$ cat src/rtl/uart_pkg.sv
// Shared UART definitions: state encoding (common with uart_slave), data width
// and frame lengths.
package uart_pkg;

  localparam int UART_DATA_W           = 8;
  localparam int UART_FRAME_BITS_PAR   = 11;  // start + 8 data + parity + stop
  localparam int UART_FRAME_BITS_NOPAR = 10;  // start + 8 data + stop

  typedef enum logic [2:0] {
    ST_IDLE   = 3'b000,
    ST_START  = 3'b001,
    ST_DATA   = 3'b010,
    ST_PARITY = 3'b011,
    ST_STOP   = 3'b100
  } uart_state_e;

endpackage

$ cat src/rtl/uart_baud_tick.sv
// Bit-period counter: counts 0..CLKS_PER_BIT-1 while enabled and flags the
// terminal count with a one-cycle tick. Held at zero while en is low.
module uart_baud_tick #(
  parameter int CLKS_PER_BIT = 1
) (
  input  logic clk,
  input  logic rst,
  input  logic en,
  output logic tick
);

  localparam int             CW   = (CLKS_PER_BIT > 1) ? $clog2(CLKS_PER_BIT) : 1;
  localparam logic [CW-1:0]  TERM = CW'(CLKS_PER_BIT - 1);

  logic [CW-1:0] cnt;

  always_ff @(posedge clk) begin
    if (rst || !en)       cnt <= '0;
    else if (cnt == TERM) cnt <= '0;
    else                  cnt <= cnt + 1'b1;
  end

  assign tick = en && (cnt == TERM);

endmodule

$ cat src/rtl/uart_master.sv
// UART transmitter: byte in over valid/ready, LSB-first serial frame out.
// Define UART_MASTER_PARITY_EN to insert an even-parity bit before the stop bit.
module uart_master
  import uart_pkg::*;
#(
  parameter int CLKS_PER_BIT = 1
) (
  input  logic                   clk,
  input  logic                   rst,
  input  logic [UART_DATA_W-1:0] tx_data,
  input  logic                   tx_valid,
  output logic                   tx_ready,
  output logic                   u_tx,
  output logic                   tx_busy,
  output logic                   tx_done
);

  uart_state_e            state, state_nxt;
  logic [UART_DATA_W-1:0] sreg, sreg_nxt;
  logic [2:0]             bit_idx, bit_idx_nxt;
  logic                   u_tx_nxt, done_nxt;
  logic                   baud_en, baud_tick;
`ifdef UART_MASTER_PARITY_EN
  logic                   par, par_nxt;
`endif

  assign baud_en  = (state != ST_IDLE);
  assign tx_ready = (state == ST_IDLE);
  assign tx_busy  = baud_en;

  uart_baud_tick #(.CLKS_PER_BIT(CLKS_PER_BIT)) u_baud (
    .clk  (clk),
    .rst  (rst),
    .en   (baud_en),
    .tick (baud_tick)
  );

  always_comb begin
    state_nxt   = state;
    sreg_nxt    = sreg;
    bit_idx_nxt = bit_idx;
    done_nxt    = 1'b0;
`ifdef UART_MASTER_PARITY_EN
    par_nxt     = par;
`endif
    case (state)
      ST_IDLE: if (tx_valid) begin
        state_nxt   = ST_START;
        sreg_nxt    = tx_data;
        bit_idx_nxt = 3'd0;
`ifdef UART_MASTER_PARITY_EN
        par_nxt     = ^tx_data;
`endif
      end
      ST_START: if (baud_tick) state_nxt = ST_DATA;
      ST_DATA: if (baud_tick) begin
        sreg_nxt    = sreg >> 1;
        bit_idx_nxt = bit_idx + 3'd1;
        if (bit_idx == 3'd7) begin
`ifdef UART_MASTER_PARITY_EN
          state_nxt = ST_PARITY;
`else
          state_nxt = ST_STOP;
`endif
        end
      end
`ifdef UART_MASTER_PARITY_EN
      ST_PARITY: if (baud_tick) state_nxt = ST_STOP;
`endif
      ST_STOP: if (baud_tick) begin
        state_nxt = ST_IDLE;
        done_nxt  = 1'b1;
      end
      default: state_nxt = ST_IDLE;
    endcase
  end

  // Line value is registered from the next state so the start bit appears in
  // the cycle right after the handshake edge.
  always_comb begin
    u_tx_nxt = 1'b1;
    case (state_nxt)
      ST_START:  u_tx_nxt = 1'b0;
      ST_DATA:   u_tx_nxt = sreg_nxt[0];
`ifdef UART_MASTER_PARITY_EN
      ST_PARITY: u_tx_nxt = par_nxt;
`endif
      default:   u_tx_nxt = 1'b1;
    endcase
  end

  always_ff @(posedge clk) begin
    if (rst) begin
      state   <= ST_IDLE;
      sreg    <= '0;
      bit_idx <= 3'd0;
      u_tx    <= 1'b1;
      tx_done <= 1'b0;
`ifdef UART_MASTER_PARITY_EN
      par     <= 1'b0;
`endif
    end else begin
      state   <= state_nxt;
      sreg    <= sreg_nxt;
      bit_idx <= bit_idx_nxt;
      u_tx    <= u_tx_nxt;
      tx_done <= done_nxt;
`ifdef UART_MASTER_PARITY_EN
      par     <= par_nxt;
`endif
    end
  end

endmodule

$ cat config.mk
export PLATFORM = sky130hd
export DESIGN_NAME = uart_master
export DESIGN_NICKNAME = d
export VERILOG_FILES = /design/src/rtl/uart_pkg.sv /design/src/rtl/uart_baud_tick.sv /design/src/rtl/uart_master.sv
export SDC_FILE = /design/constraint.sdc
export NUM_CORES = 1
export LEC_CHECK = 0
export BUFFER_PORTS_ARGS = -buffer_cell sky130_fd_sc_hd__buf_4
export CAP_MARGIN = 10
export CELL_PAD_IN_SITES_DETAIL_PLACEMENT = 0
export CELL_PAD_IN_SITES_GLOBAL_PLACEMENT = 1
export CORE_AREA = 2 2 46 48
export CTS_BUF_LIST = sky130_fd_sc_hd__clkbuf_4 sky130_fd_sc_hd__clkbuf_8
export DETAILED_ROUTE_END_ITERATION = 7
export DIE_AREA = 0 0 48 50
export PLACE_DENSITY_LB_ADDON = 0.15
export SETUP_SLACK_MARGIN = 0.3
export SYNTH_ARGS = -nofsm -noshare
export SYNTH_HDL_FRONTEND = slang
export SYNTH_SLANG_ARGS = --single-unit
$ cat constraint.sdc
create_clock -name clk -period 1.55 [get_ports clk]
set_input_delay 0.155 -clock clk [delete_from_list [all_inputs] [get_ports clk]]
set_output_delay 0.155 -clock clk [all_outputs]
set_load 0.01 [all_outputs]
# == Word-level counts from Yosys, hierarchy flattened ==
# Index checks and enable logic that the tools add are counted.
# totals
regBits,17
inputBits,11
output_inout_bits,4
# classes
mux,14
n_reduce_logical,9
n_eq_ne,8
n_bitwise,2
add_sub_neg,2
# op_table
cell,n
$mux 3,7
$mux 8,2
$pmux 8 s2,1
$pmux 3 s4,1
$eq 3x1->1 const B,2
$eq 3x2->1 const B,2
$eq 3x3->1 const B,2
$pmux 3 s2,1
$ne 2x2->1 const B,2
$reduce_or 2->1,2
$add 3x1->3 const B,1
$logic_not 3->1,1
$reduce_and 3->1,1
$reduce_bool 3->1,1
$not 1->1,2
$pmux 1 s2,1
$reduce_bool 2->1,1
$add 1x1->1 const B,1
$logic_and 1x1->1,1
$logic_not 1->1,1
$logic_or 1x1->1,1
$mux 1,1

# == Longest topological paths before layout ==
# logic_depth
word_depth,6
mapped_depth,7
mapped_depth_nobuf,6

# == By module ==
# From an unflattened synthesis, not the netlist that was laid out.
# unflattened
cells_unflattened,87
area_unflattened_um2,794.5
# modules_own_cells
module,area_per_inst_um2,instances,cells_per_inst
uart_master,757.0,1,84
uart_baud_tick,37.5,1,3

# == Worst setup path after synthesis ==
# Ideal clock, no wire load.
# synth_timing
kind,register to register
from,register state[2]
to,register u_tx
setup_time_ns,0.134
synth_period_minus_slack_ns,1.461
setup_slack_ns,0.089
stages_incl_launch_ff,7
t_required_ns,1.416
path_buffers,1
arrival_time_ns,1.327
cell_sequence,dfxtp_1 or3_4 inv_2 and2_4 buf_6 a222oi_1 a21oi_1
# synth_via
elab_chain_cells,6
# synth_rtl
item,line,text
from (decl),uart_master.sv:18,"uart_state_e state, state_nxt;"
from (signal assigned),uart_master.sv:103,state <= state_nxt;
$reduce_bool 3->1 *,uart_master.sv:27,assign baud_en = (state != ST_IDLE);
net tx_busy,uart_master.sv:14,"output logic tx_busy,"
$logic_and 1x1->1 *,uart_baud_tick.sv:23,assign tick = en && (cnt == TERM);
$mux 3 (on tied branches),"uart_master.sv:70, uart_master.sv:56, uart_master.sv:55",
$pmux 3 s4,uart_master.sv:46,case (state)
$eq 3x2->1 or $eq 3x1->1 (tied branches),uart_master.sv:82,case (state_nxt)
$pmux 1 s2 *,uart_master.sv:82,
to (signal assigned),uart_master.sv:106,u_tx <= u_tx_nxt;
to (decl),uart_master.sv:13,"output logic u_tx,"
# The timed path passes the listed nets; every way through them passes the cells marked *. The select of a mux whose other input is x is not followed.
# A chain may end at the register's enable or synchronous reset.

# == Worst setup path in the final report ==
# layout_timing
from,register state[0]
to,output port tx_busy
# layout_via
elab_chain_cells,1
# layout_rtl
item,line
$reduce_bool 3->1,uart_master.sv:27
to (decl),uart_master.sv:14
# Every way passes these cells.

==> flow_summary.json <==
{
  "synth_edf_count": 0,
  "synth_top_family_by_area": "simple AND/OR/NAND/NOR gates",
  "antenna_cells": 0,
  "nets": 111,
  "htreeDepth": 1,
  "stdcell_area_sq_um": 940,
  "cts_root_buf": "clkbuf_4",
  "synthSimpleGateAreaFrac_pct": 20.4,
  "ys.flop_type": "dfxtp_1",
  "end_kind": "output port",
  "grtUsageTotal_pct": 14.5,
  "finClkSkew_ns": 0.00115,
  "drtIter0Drc": 7,
  "vias": 626,
  "layout-drive-gt1-share_pct": 36.1,
  "hp-class": "in2reg",
  "period_needed_ns": 1.38,
  "synth_top_cell_by_area": "dfxtp_1",
  "worstSetupStartpointType": "register",
  "synth.most_common_cell": "dfxtp_1",
  "max_freq_ghz": 0.726,
  "cts_buffers": 3,
  "cts_tree": "done",
  "portBuffers": 14,
  "io_pins": 15,
  "drtAntennaViolNets": 0,
  "cts.sinks": 17,
  "finalPower_mw": 0.859,
  "regArea_sq_um": 353,
  "die_y_um": 50,
  "crit_fanout": 4,
  "path_cells": "or3_4 -> buf_4",
  "syn_to_final_growth_pct": 28.8,
  "first_global_vias": 572,
  "ys_warn_count": 0,
  "finalHoldViolations": 0,
  "ir_worst_vdd_mv": 0.456,
  "ys_types": 29,
  "avgSynthCellArea_sq_um": 9.35,
  "dieArea_sq_um": 2400,
  "grt_max_degree": 16,
  "synth_fp_nets": 91,
  "outcome": "completed",
  "synthMuxAreaShare_pct": 2.74,
  "first_pass_iters": 4,
  "synthTopCellsByArea": "dfxtp_1, a22oi_1, a21oi_1",
  "rsz0062_at_grt": "yes",
  "cpMaxStageDelayCell": "or3_4",
  "wl_per_cell_um": 12.4,
  "rrSetupSlack_ns": 0.22,
  "power_density_nw_per_um2": 914,
  "synthAdderAreaFrac_pct": 3.43,
  "final_util_pct": 49.4,
  "synthTopCellsByCount": "dfxtp_1, a21oi_1, nand2_1",
  "synth-async-reset-ratio_pct": 0,
  "cap_violations": 0,
  "postPlaceCellArea_sq_um": 847,
  "clock_latency_ns": 0.30,
  "finalSetupViolations": 0,
  "stdcell_count": 124,
  "worstSetupPathType": "reg2out",
  "place_hpwl_um": 1000,
  "drc_errors": 0,
  "crit_buf_inv": 1,
  "viasPerCell": 5.05,
  "synth_compound_area_share_pct": 19.9,
  "initial_core_util_pct": 38.4,
  "cp_slowest_stage_delay_ns": 0.40,
  "cts_max_path_buffers": 2,
  "period_share_pct": 88.9,
  "routed_wl_um": 1540,
  "ys_seq_area_share_pct": 46.7,
  "synth_top_area_share_pct": 46.7,
  "drv_slew": 0,
  "crit_family": "simple AND/OR/NAND/NOR gates",
  "nFillCells": 190,
  "multi_input_area_sq_um": 358,
  "clk_pin_slew_ns": 0.10,
  "placed_cells": 115,
  "setup_tns_ns": 0,
  "grt_pass1_wl_um": 2480,
  "synth_xor_area_share_pct": 0,
  "crit_required_ns": 1.39,
  "p_leak_nw": 0.376,
  "syn_area_sq_um": 729,
  "postSynthCellCount": 78,
  "row_count": 16,
  "antenna_found_initial": 0,
  "synth_seq_cells": 17,
  "gp_congestion": 0.705,
  "arrival_ns": 1.22,
  "fp.dieW_um": 48,
  "grt.overflow.total": 0,
  "coreArea_sq_um": 1900
}
[metal layers]
metal  GRT usage (%)  vias to the layer above  share of wire, %
met5               0                        -                 0
met4            8.11                        0               3.1
met3            2.56                        5               4.4
met2            20.4                       16                43
met1            20.3                      288                49
li1                -                      317                 -
[cell families (layout without fill, tap and decap cells)]
logic type / after synthesis / count (layout)
buffers and inverters: 8 / 27
muxes: 2 / 2
DFF: 17 / 17
and+or+nand+nor: 26 / 26
AOI/OAI and AO/OA: 22 / 22
adders and majority gates: 2 / 2
other: 1 / 1
[sequential cells by signal, indices dropped and copies added, names as in the netlist]
name        cells
sreg            8
bit_idx         3
state           3
tx_done         1
u_baud.cnt      1
u_tx            1
[layout by cell type (no fill, tap or decap), types with 3 or more instances in the layout]
master	count
buf_4	19
dfxtp_1	13
a21oi_1	9
nand2_1	8
a22oi_1	7
nor2_1	4
clkbuf_4	3
dfxtp_4	3
[final timing paths]
kind | to | start | cells past startpoint
worst min-delay path | sreg[7] | tx_data[7] | 3
worst max register to register | u_tx | state[0] | 5
worst min register to register | sreg[6] | sreg[7] | 2
worst max-delay path | tx_busy | state[0] | 2
[metrics by stage]
step	hold slack, ns	setup slack, ns
3_5_place_dp	0.418	0.157
4_1_cts	0.103	0.165
6_report	0.108	0.172
2_1_floorplan	0.224	0.144
5_1_grt	0.116	0.117
3_3_place_gp	0.418	0.212
[worst reg2reg max path, cell delays in order, from the launching register on]
cell and delay [ns]:
dfxtp_4 0.38, or3_4 0.14, inv_4 0.03, and2_4 0.15, a222oi_1 0.40, a21oi_1 0.11
[report_power, final]
part | leakage, nW | total [mW] | internal, mW | switching, mW
combinational | 0.217 | 0.144 | 0.0785 | 0.0652
sequential | 0.141 | 0.473 | 0.457 | 0.0156
clock | 0.0177 | 0.243 | 0.0962 | 0.146
[what timing repair did]
item,CTS,global route
resized for setup,9,2
setup buffers,5,0
hold buffers,0,0
setup endpoints to repair,14,15
pin swaps,3,2
[layout make-up]
type                    instances  area share [%]
multi-input cells              53            38.1
flip-flops and latches         17            37.5
repair buffers                 20            16.4
well taps                      27            3.60
clock buffers                   3            2.40
inverters                       3            1.46
clock inverters                 1           0.533
No activity file was read; power rests on OpenSTA's default activity.
